--- src/rtl/bin2bcd_seq_if.sv ---
// Request/result bundle between the value source, the bin2bcd_seq converter and the 7-seg multiplexer.
// Latency: none (wires only).
// Backpressure: none; start_i is only honoured while the converter is idle.
interface bin2bcd_seq_if #(
    parameter int WIDTH  = 16,
    parameter int DIGITS = 5
);
    logic                  start_i;
    logic [WIDTH-1:0]      bin_i;
    logic                  busy_o;
    logic                  done_o;
    logic [4*DIGITS-1:0]   bcd_o;
    logic [DIGITS-1:0]     blank_o;
    logic                  overflow_o;
    logic                  sign_o;

    modport master (
        output start_i, bin_i,
        input  busy_o, done_o, bcd_o, blank_o, overflow_o, sign_o
    );

    modport slave (
        input  start_i, bin_i,
        output busy_o, done_o, bcd_o, blank_o, overflow_o, sign_o
    );
endinterface

--- src/rtl/bin2bcd_seq.sv ---
// Sequential binary-to-BCD converter (shift-add-3, one bit per enabled clock) with saturation and blank mask.
// Latency: start accepted on edge N -> done_o high after edge N+WIDTH+1; en=0 stretches it cycle for cycle.
// Backpressure: start_i ignored while busy_o; optional two's-complement input via SIGNED_MODE_EN.
module bin2bcd_seq #(
    parameter int WIDTH  = 16,
    parameter int DIGITS = 5
) (
    input  logic         clk,
    input  logic         rst,
    input  logic         en,
    bin2bcd_seq_if.slave bus
);
    localparam int CW = (WIDTH > 1) ? $clog2(WIDTH) : 1;
    localparam int BW = 4 * DIGITS;

    localparam logic [1:0] S_IDLE  = 2'd0;
    localparam logic [1:0] S_SHIFT = 2'd1;
    localparam logic [1:0] S_DONE  = 2'd2;

    logic [1:0]        state_q, state_d;
    logic [CW-1:0]     cnt_q, cnt_d;
    logic [WIDTH-1:0]  shift_q, shift_d;
    logic [BW-1:0]     scr_q, scr_d;
    logic              ovf_q, ovf_d;
    logic              neg_q, neg_d;
    logic [BW-1:0]     bcd_q, bcd_d;
    logic [DIGITS-1:0] blank_q, blank_d;
    logic              ovfo_q, ovfo_d;
    logic              sign_q, sign_d;
    logic              done_q, done_d;

    logic [WIDTH-1:0]  mag;
    logic              neg;
    logic [BW-1:0]     adj;
    logic [DIGITS-1:0] blank_nx;
    logic              allz;

`ifdef SIGNED_MODE_EN
    // Magnitude of the two's-complement input; the most negative value maps to 2^(WIDTH-1) without wrap.
    assign neg = bus.bin_i[WIDTH-1];
    assign mag = neg ? (~bus.bin_i + WIDTH'(1)) : bus.bin_i;
`else
    assign neg = 1'b0;
    assign mag = bus.bin_i;
`endif

    // Add-3 correction: every scratch nibble of 5 or more is bumped before the shift.
    always_comb begin
        adj = scr_q;
        for (int k = 0; k < DIGITS; k++) begin
            if (scr_q[4*k +: 4] >= 4'd5) begin
                adj[4*k +: 4] = scr_q[4*k +: 4] + 4'd3;
            end
        end
    end

    // Leading-zero mask of the finished scratch: digit k blanks when it and all above are zero; units always lit.
    always_comb begin
        blank_nx = '0;
        allz     = 1'b1;
        for (int k = DIGITS - 1; k >= 0; k--) begin
            allz = allz && (scr_q[4*k +: 4] == 4'd0);
            if (k > 0) begin
                blank_nx[k] = allz;
            end
        end
    end

    // Next-state logic; with en low everything holds and done drops.
    always_comb begin
        state_d = state_q;
        cnt_d   = cnt_q;
        shift_d = shift_q;
        scr_d   = scr_q;
        ovf_d   = ovf_q;
        neg_d   = neg_q;
        bcd_d   = bcd_q;
        blank_d = blank_q;
        ovfo_d  = ovfo_q;
        sign_d  = sign_q;
        done_d  = 1'b0;
        if (en) begin
            case (state_q)
                S_IDLE: begin
                    if (bus.start_i) begin
                        shift_d = mag;
                        scr_d   = '0;
                        ovf_d   = 1'b0;
                        neg_d   = neg;
                        cnt_d   = CW'(WIDTH - 1);
                        state_d = S_SHIFT;
                    end
                end
                S_SHIFT: begin
                    // A 1 leaving the top nibble means the value no longer fits in DIGITS digits.
                    scr_d   = {adj[BW-2:0], shift_q[WIDTH-1]};
                    shift_d = {shift_q[WIDTH-2:0], 1'b0};
                    ovf_d   = ovf_q | adj[BW-1];
                    if (cnt_q == '0) begin
                        state_d = S_DONE;
                    end else begin
                        cnt_d = cnt_q - CW'(1);
                    end
                end
                S_DONE: begin
                    bcd_d   = ovf_q ? {DIGITS{4'h9}} : scr_q;
                    blank_d = ovf_q ? '0 : blank_nx;
                    ovfo_d  = ovf_q;
                    sign_d  = neg_q & (ovf_q | (|scr_q));
                    done_d  = 1'b1;
                    state_d = S_IDLE;
                end
                default: state_d = S_IDLE;
            endcase
        end
    end

    // State and result registers; reset aborts any conversion and clears the outputs.
    always_ff @(posedge clk or posedge rst) begin
        if (rst) begin
            state_q <= S_IDLE;
            cnt_q   <= '0;
            shift_q <= '0;
            scr_q   <= '0;
            ovf_q   <= 1'b0;
            neg_q   <= 1'b0;
            bcd_q   <= '0;
            blank_q <= '0;
            ovfo_q  <= 1'b0;
            sign_q  <= 1'b0;
            done_q  <= 1'b0;
        end else begin
            state_q <= state_d;
            cnt_q   <= cnt_d;
            shift_q <= shift_d;
            scr_q   <= scr_d;
            ovf_q   <= ovf_d;
            neg_q   <= neg_d;
            bcd_q   <= bcd_d;
            blank_q <= blank_d;
            ovfo_q  <= ovfo_d;
            sign_q  <= sign_d;
            done_q  <= done_d;
        end
    end

    assign bus.busy_o     = (state_q != S_IDLE);
    assign bus.done_o     = done_q;
    assign bus.bcd_o      = bcd_q;
    assign bus.blank_o    = blank_q;
    assign bus.overflow_o = ovfo_q;
    assign bus.sign_o     = sign_q;
endmodule

--- src/flat_wrapper.sv ---
// flat-port wrapper written by rule: the top's interface ports become plain ports
module bin2bcd_seq_flat 
#(
    parameter int WIDTH  = 16,
    parameter int DIGITS = 5
)
  (clk, rst, en, bus_start_i, bus_bin_i, bus_busy_o, bus_done_o, bus_bcd_o, bus_blank_o, bus_overflow_o, bus_sign_o);
  bin2bcd_seq_if #(.WIDTH(WIDTH), .DIGITS(DIGITS)) bus_i ();
  input  logic clk;
  input  logic rst;
  input  logic en;
  input wire logic [$bits(bus_i.start_i)-1:0] bus_start_i;
  input wire logic [$bits(bus_i.bin_i)-1:0] bus_bin_i;
  output wire logic [$bits(bus_i.busy_o)-1:0] bus_busy_o;
  output wire logic [$bits(bus_i.done_o)-1:0] bus_done_o;
  output wire logic [$bits(bus_i.bcd_o)-1:0] bus_bcd_o;
  output wire logic [$bits(bus_i.blank_o)-1:0] bus_blank_o;
  output wire logic [$bits(bus_i.overflow_o)-1:0] bus_overflow_o;
  output wire logic [$bits(bus_i.sign_o)-1:0] bus_sign_o;
  assign bus_i.start_i = bus_start_i;
  assign bus_i.bin_i = bus_bin_i;
  assign bus_busy_o = bus_i.busy_o;
  assign bus_done_o = bus_i.done_o;
  assign bus_bcd_o = bus_i.bcd_o;
  assign bus_blank_o = bus_i.blank_o;
  assign bus_overflow_o = bus_i.overflow_o;
  assign bus_sign_o = bus_i.sign_o;
  bin2bcd_seq #(.WIDTH(WIDTH), .DIGITS(DIGITS)) u_core (.clk(clk), .rst(rst), .en(en), .bus(bus_i));
endmodule
--- config.mk ---
export PLATFORM = sky130hd
export DESIGN_NAME = bin2bcd_seq_flat
export DESIGN_NICKNAME = d
export VERILOG_FILES = /design/src/rtl/bin2bcd_seq_if.sv /design/src/rtl/bin2bcd_seq.sv /design/src/flat_wrapper.sv
export SDC_FILE = /design/constraint.sdc
export NUM_CORES = 1
export LEC_CHECK = 0
export BUFFER_PORTS_ARGS = -buffer_cell sky130_fd_sc_hd__buf_4
export CAP_MARGIN = 20
export CORE_MARGIN = 3
export CORE_UTILIZATION = 51
export DETAILED_ROUTE_END_ITERATION = 7
export GPL_ROUTABILITY_DRIVEN = 0
export PLACE_DENSITY = 0.75
export SKIP_CTS_REPAIR_TIMING = 1
export SYNTH_ARGS = -nofsm -noshare
export SYNTH_HDL_FRONTEND = slang
export SYNTH_SLANG_ARGS = --single-unit
--- constraint.sdc ---
create_clock -name clk -period 2.57 [get_ports clk]
set_clock_uncertainty 0.2 [all_clocks]
set_input_delay 0.771 -clock clk [delete_from_list [all_inputs] [get_ports clk]]
set_output_delay 0.771 -clock clk [all_outputs]
set_load 0.02 [all_outputs]
Word level (Yosys, flattened, before mapping) --
Index checks and enable logic that the tools add are counted.
Word-level totals: flip-flop bits (word level) 70, output and inout port bits 29, word-level logic and storage cells 62, input bits 20
Cells by class: add/subtract/negate cells 6, magnitude comparators 5, bitwise operators 1, reductions and logical operators 15, eq/ne operators 5, multiplexer cells 21
Operator list (number):
- 2-to-1 mux 20 bit | 2
- case mux 20 bit (2 select lines) | 1
- case mux 16 bit (2 select lines) | 1
- 2-to-1 mux 4 bit | 7
- adder 4 x 2 -> 4 bit (second input constant) | 5
- >= comparator 4 x 3 -> 1 bit (second input constant) | 5
- zero test 4 bit | 5
- 2-to-1 mux 16 bit | 1
- case mux 4 bit (2 select lines) | 1
- AND reduction 3 bit | 2
- 2-to-1 mux 5 bit | 1
- 2-to-1 mux 2 bit | 2
- != test 2 bit (second input constant) | 2
- case mux 2 bit (2 select lines) | 1
- AND reduction 4 bit | 1
- nonzero test 2 bit | 2
- subtractor 4 x 1 -> 4 bit (second input constant) | 1
- logical AND 1 bit | 3
- 2-to-1 mux 1 bit | 3
- equality test 2 x 1 -> 1 bit (second input constant) | 1
- equality test 2 bit (second input constant) | 1
- zero test 2 bit | 1
- != test 2 x 1 -> 1 bit (second input constant) | 1
- case mux 1 bit (2 select lines) | 1
- other kinds (2) | 2

Logic depth before layout (Yosys ltp) --
Gate-level depths: netlist of run 1.
word-level depth 5, depth in mapped cells 6

Worst setup path before layout of run 1 --
No wires, ideal clock.
kind input to register, from input bus_start_i, to register u_core.shift_q[10], path buffers 2, cell stages on the path 5, slack 0.598 ns, arrival 1.640 ns, cell sequence nor2_1 -> or2_1 -> clkbuf_1 -> clkbuf_1 -> o21ai_1
On the way: word-level cells in the longest chain between the ends 2
Ends and longest elaborated chain:
- start, declared | line flat_wrapper.sv:12 | input wire logic [$bits(bus_i.start_i)-1:0] bus_start_i;
- != test 2 bit (no source line)
- AND reduction 3 bit (no source line)
- end signal, assigned | line bin2bcd_seq.sv:135 | shift_q <= shift_d;
- end, declared | line bin2bcd_seq.sv:22 | logic [WIDTH-1:0] shift_q, shift_d;
No other way between the ends. A chain may end at the register's enable or synchronous reset.

Worst setup path in the final report of run 1 --
from register u_core.state_q[0], to output bus_busy_o
On the way: word-level cells in the longest chain between the ends 1
Ends and longest elaborated chain:
- start, declared | line bin2bcd_seq.sv:20 | logic [1:0] state_q, state_d;
- start signal, assigned | line bin2bcd_seq.sv:133 | state_q <= state_d;
- nonzero test 2 bit | line bin2bcd_seq.sv:147 | assign bus.busy_o = (state_q != S_IDLE);
- end, declared | line flat_wrapper.sv:14 | output wire logic [$bits(bus_i.busy_o)-1:0] bus_busy_o;
No other way between the ends.

==> impl_results.md, run 1 <==
* R2R Setup Slk at 0.53 ns
* Port buffer count at 46
* Wire per inst at 14.50 um
* Reg-to-Reg End: u_core.bus.blank_o[1]
* Critical path class: flip-flop to output pin
* Ant diodes at 0
* R2R depth at 6
* Synth Flop Type: dfrtp_1
* Syn Inst Count at 326
* Via density per instance at 5.393
* Worst path required time at 1.60 ns
* Cell area after layout at 3930 um^2
* Hold path cells at 2
* DP Wirelength at 4.751 mm
* Pwr Total at 0.004143 W
* Total core area at 6096 um^2
* Largest net degree at the start of global routing at 44
* Drt total wl at 6.610 mm
* Status: finished clean
* Yosys top cell by area: dfrtp_1
* ANT nets after route at 0
* Setup crit end kind: output pin
* RSZ-0062 raised after global routing: no
* Total grt overflow at 0
* Seq pwr share at 0.417
* Root buf cell: clkbuf_8
* Final period util at 0.8719
* FF-to-FF Start: u_core.scr_q[16]
* Most common cell in the netlist: dfrtp_1
* Global Route met2 Usage at 0.2928
* First-pass GRT wire length at 11.25 mm
* # nets final at 413
* Psw at 0.001600 W
* Layout cells sized above 1 at 0.1969
* Hold EP: u_core.shift_q[15]
* Setup TNS at 0 ns
* Top cells by count, synth: dfrtp_1 (69), nand2_1 (50), o21ai_1 (37), mux2i_1 (19), inv_1 (16)
* Gate power share at 0.409
* Max-cap violations at 0
* Power Density at 1054 nW/um^2
* Cell-internal power at 0.002542 W
* Post-synth EDFFs at 0
* H-tree Lvls at 3
* Layout area overhead at 18.75%
* Dpl cell area at 3784 um^2
* Worst path cell trace: or2_2, buf_4
* Die Ht at 86.56 um
* Reg clk slew, reported paths at 0.07 ns
* Via count at 2459
* Hold Crit Class: flip-flop to flip-flop
* Cell variety after synth at 38
* Ports at 49
* Clock sink total at 69
* Placement Setup Slack at 0.4831 ns
* Fmax at 0.4463 GHz
* Final hold violation count at 0
* Core Rows at 28
* Critical Path Max Stage Delay at 0.44 ns
* GRT Overall Usage at 0.1905
* Met1 usage in global routing at 0.2692
* Min-delay src: u_core.shift_q[15]
* Max stage delay cell, worst path: dfrtp_1
* Maximum VDD drop at 0.5954 mV
* Mapped Avg Cell Area at 10.15 um^2
* Min cycle time layout at 2.241 ns
* Worst EP arrival at 1.27 ns
* Leak Pwr at 1.877 nW
* Num CTS Buffers at 9
* Crit-path max FO at 7
* Mapped Area at 3309 um^2
* TritonCTS clock tree: built
* Starting Density at 0.5429
* Die area at 7492 um^2
* Die W at 86.56 um
* Fraction of registers with async set/reset at 1.000
* Synth Warn # at 0
* Final hold slack at 0.2730 ns
* Sequential fraction of the synthesis area at 0.5217
* Startpoint type of the worst setup path: flip-flop
* Yosys reg bits at 69
* Pins Over Slew Limit at 0
* DRT Pass-1 Iters at 4
* Met3 Resource Use GR at 0.04183
* Clock power share at 0.174
* Initial DRC count at 134
* Number of global-route vias before repair at 2399
* Final setup fails at 0
* Sw Ratio at 0.3863
* Area share of the largest cell type after synthesis at 0.5217
* Grt peak-use layer: met2
* Initial antenna violation count at 0
* Clk_lat worst skew at 0.34 ns
* Drt drc at 0
* Clock Tree Buf Depth at 2
* Final worst slack at 0.3293 ns
* Top cells by area, synth: dfrtp_1 (52%), mux2i_1 (5.7%), ha_1 (5.7%)
-- final cells by class --
type / instances / area [um^2]
Clock buffer: 11 / 131.4
Clock inverter: 3 / 15.01
Fill cell: 532 / 2166
Inverter: 16 / 63.81
Multi-Input combinational cell: 224 / 1439
Sequential cell: 69 / 1727
Tap cell: 75 / 93.84
Timing Repair Buffer: 58 / 460.4
-- per-layer routing --
layer  up-vias  part of all wire
li1       1229                 -
met1      1158              0.47
met2        59              0.45
met3        13             0.063
met4         0             0.015
met5         -                 0
-- registers in the layout, summed over array words and instances, names as in the netlist --
register               flops
u_core.bus.blank_o         4
u_core.cnt_q               4
u_core.state_q             2
u_core.bus.bcd_o          20
u_core.shift_q            16
u_core.ovf_q               1
u_core.scr_q              20
u_core.bus.done_o          1
u_core.bus.overflow_o      1
-- metrics by stage --
stage          instances  utilization
2_1_floorplan        327            -
3_3_place_gp         442       0.6207
3_5_place_dp         442       0.6207
4_1_cts              456       0.6447
5_1_grt              456       0.6447
6_report             456       0.6447
-- how the worst max path moves through the flow --
stage | start | end | slack [ns] | cells past startpoint
finish | u_core.state_q[0] | bus_busy_o | 0.33 | 2
global route | u_core.state_q[0] | bus_busy_o | 0.30 | 2
CTS | u_core.state_q[0] | bus_busy_o | 0.33 | 2
detailed placement | en | u_core.scr_q[7] | 0.48 | 6
global placement | en | u_core.scr_q[15] | 0.51 | 6
floorplan | bus_start_i | u_core.shift_q[10] | 0.60 | 5
-- power groups by stage --
stage               clock network [W]  logic, W  registers [W]
floorplan                           0   0.00125        0.00172
global placement                    0   0.00166        0.00173
detailed placement                  0   0.00171        0.00174
CTS                          0.000733   0.00172        0.00173
global route                 0.000784   0.00192        0.00178
finish                       0.000721   0.00169        0.00173
-- kinds of logic (layout without fill, tap and decap cells) --
group,Yosys count,in the layout,share of synthesized area
AND/OR/NAND/NOR,95,95,0.1388
AO/OA/AOI/OAI,83,83,0.1516
flip-flops,69,69,0.5217
buffers and inverters,34,88,0.04461
multiplexers,21,21,0.06427
adder cells (fa/ha/maj),15,15,0.05671
XOR/XNOR,8,8,0.02117
other,1,2,0.001133
-- placed cells by master, fill, tap and decap left out, types with 2 or more instances in the layout --
cell type	count
a21oi_1	9
a22o_1	6
a32o_1	3
buf_12	2
buf_4	56
clkbuf_1	2
clkbuf_8	9
clkinv_2	3
conb_1	2
dfrtp_1	69
ha_1	15
inv_1	15
mux2i_1	19
nand2_1	50
nand2b_1	8
nand3_1	4
nand3b_1	2
nor2_1	15
nor3_1	4
nor3b_1	5
o21ai_0	6
o21ai_1	37
o22ai_1	8
o31ai_1	8
o32ai_1	2
or2_1	2
xnor2_1	6
xor2_1	2
-- critical path, delay by kind of cell (launching register included) --
kind	cells	cell delay [ns]
buffers and inverters	1	0.16
flip-flops	1	0.44
AND/OR/NAND/NOR	1	0.33
Power figures use the tool's default switching activity.
==> inputs of run 2 (changes only) <==
Settings changed: CTS_CLUSTER_SIZE set to 14, REMOVE_ABC_BUFFERS set to 1.
==> run 2 against run 1 <==
  * Non-clock buffer count did not move
  * First-iteration DRC count rose by 14%
  * Power rose by 3.4%
  * Largest cell class unchanged
  * Combinational power barely moved
  * Critical path depth did not move
  * Clock power rose by 19%
  * Hold slack got worse by 0.013 ns
  * Via count rose by 3.2%
  * Cell area rose by 0.70%
  * Highest routed layer unchanged
  * Sequential power barely moved
==> impl_results.md, run 2 (synthesis results as in run 1) <==
* DRT Pass-1 Iters at 4 (unchanged)
* Die area at 7492 um^2 (unchanged)
* Final setup fails at 0 (unchanged)
* Core Rows at 28 (unchanged)
* Status: finished clean
* Largest net degree at the start of global routing at 38 (-14%)
* Pwr Total at 0.004285 W (+3.4%)
* Clk_lat worst skew at 0.34 ns (about the same)
* Port buffer count at 46 (unchanged)
* Pins Over Slew Limit at 0 (unchanged)
* Initial DRC count at 153 (+14%)
* Maximum VDD drop at 0.5435 mV (-8.7%)
* Final period util at 0.8694 (-0.002426)
* Area of the multi-input gates at 1439 um^2 (unchanged)
* Via density per instance at 5.539 (+2.7%)
* Gate power share at 0.398 (-0.011)
* Ports at 49 (unchanged)
* Reg clk slew, reported paths at 0.08 ns (about the same)
* Final worst slack at 0.3356 ns (+0.006235 ns)
* Fmax at 0.4475 GHz (+0.28%)
* Worst Max-Slew Pin Slew at 0.5119 ns
* Critical path class: flip-flop to output pin
* Max stage delay cell, worst path: dfrtp_1
* Total core area at 6096 um^2 (unchanged)
* Most frequent cells in the layout: dfrtp_1 (69), buf_4 (57), nand2_1 (50)
* Filler cells at 540 (+1.5%)
* Register Area at 1727 um^2 (unchanged)
* RSZ-0062 raised after global routing: no
* Root buf cell: clkbuf_8
* Total grt overflow at 0 (unchanged)
* Final hold violation count at 0 (unchanged)
* Hold Crit Class: input pin to asynchronous set/reset pin
* Die Ht at 86.56 um (unchanged)
* Wire per inst at 14.64 um (+0.98%)
* Drt drc at 0 (unchanged)
* Setup crit end kind: output pin
* Placement Setup Slack at 0.4849 ns (+0.001836 ns)
* Num CTS Buffers at 9 (unchanged)
* Worst relative slew slack at 0.6583
* First-pass GRT wire length at 11.68 mm (+3.9%)
* Clock sink total at 69 (unchanged)
* # nets final at 413 (unchanged)
* Clock Tree Buf Depth at 2 (unchanged)
* Worst path cell trace: or2_2, buf_4
* Die W at 86.56 um (unchanged)
* Initial antenna violation count at 0 (unchanged)
* Ant diodes at 0 (unchanged)
* H-tree Lvls at 3 (unchanged)
* CP top delay family: flip-flops
* Via count at 2537 (+3.2%)
* Seq pwr share at 0.401 (-0.016)
* Psw at 0.001639 W (+2.4%)
* Layout cells sized above 1 at 0.2063 (+0.009416)
* Commonest non-fill, non-tap cell in the layout: dfrtp_1
* Layout area overhead at 19.58%
* Sw Ratio at 0.3824 (-0.003829)
* Startpoint type of the worst setup path: flip-flop
* Max-cap violations at 0 (unchanged)
* ANT nets after route at 0 (unchanged)
* DP Wirelength at 4.732 mm (-0.40%)
* Leak Pwr at 1.896 nW (+1.0%)
* Power Density at 1083 nW/um^2 (+2.7%)
* Min cycle time layout at 2.234 ns (-0.006235 ns)
* Crit-path max FO at 7 (unchanged)
* Clock power share at 0.201 (+0.027)
* Number of global-route vias before repair at 2534 (+5.6%)
* Drt total wl at 6.704 mm (+1.4%)
* GRT Overall Usage at 0.1982 (+0.007646)
* Critical Path Max Stage Delay at 0.44 ns (about the same)
* Worst path bufs/invs at 1 (unchanged)
* Starting Density at 0.5429 (unchanged)
* Cell-internal power at 0.002646 W (+4.1%)
* Worst path required time at 1.60 ns (about the same)
* Worst EP arrival at 1.26 ns (about the same)
* TritonCTS clock tree: built
## run 2: final timing paths
path	slack [ns]	depth (start not counted)	start	end
max in group asynchronous	1.32	3	rst	u_core.bus.bcd_o[17]
setup / recovery	0.34	2	u_core.state_q[0]	bus_busy_o
setup reg to reg	0.56	6	u_core.scr_q[16]	u_core.bus.blank_o[1]
min in group clk	0.28	2	u_core.shift_q[15]	u_core.shift_q[15]
hold reg to reg	0.28	2	u_core.shift_q[15]	u_core.shift_q[15]
hold / removal	0.26	2	rst	u_core.scr_q[6]
## run 2: per-layer routing
metal | share of wire | vias up | GRT usage
met1 | 0.44 | 1228 | 0.2628
met2 | 0.48 | 67 | 0.3115
met3 | 0.064 | 11 | 0.06274
met4 | 0.011 | 0 | 0.06232
met5 | 0 | - | 0
li1 | - | 1231 | -
## run 2: stage by stage
step	util	setup TNS (ns)	instances	instance area (um^2)	hold slack, ns
2_1_floorplan	-	-9.719	309	3226	0.2386
3_3_place_gp	0.6180	0	442	3767	0.2547
3_5_place_dp	0.6180	0	442	3767	0.2641
4_1_cts	0.6492	0	458	3958	0.2637
5_1_grt	0.6492	0	458	3958	0.2996
6_report	0.6492	0	458	3958	0.2598
## run 2: layout make-up
cell class | instances | share of cell area
Sequential cell | 69 | 0.4363
Multi-Input combinational cell | 224 | 0.3636
Tap cell | 75 | 0.02371
Inverter | 16 | 0.01518
Clock buffer | 9 | 0.03130
Clock inverter | 7 | 0.01676
Timing Repair Buffer | 58 | 0.1132
## run 2: power by group through the flow
stage	combinational (W)	sequential [W]	clock, W
6_report	0.00171	0.00172	0.000860
5_1_grt	0.00192	0.00177	0.000929
4_1_cts	0.00172	0.00172	0.000884
3_5_place_dp	0.00171	0.00174	0
3_3_place_gp	0.00164	0.00172	0
2_1_floorplan	0.00118	0.00175	0
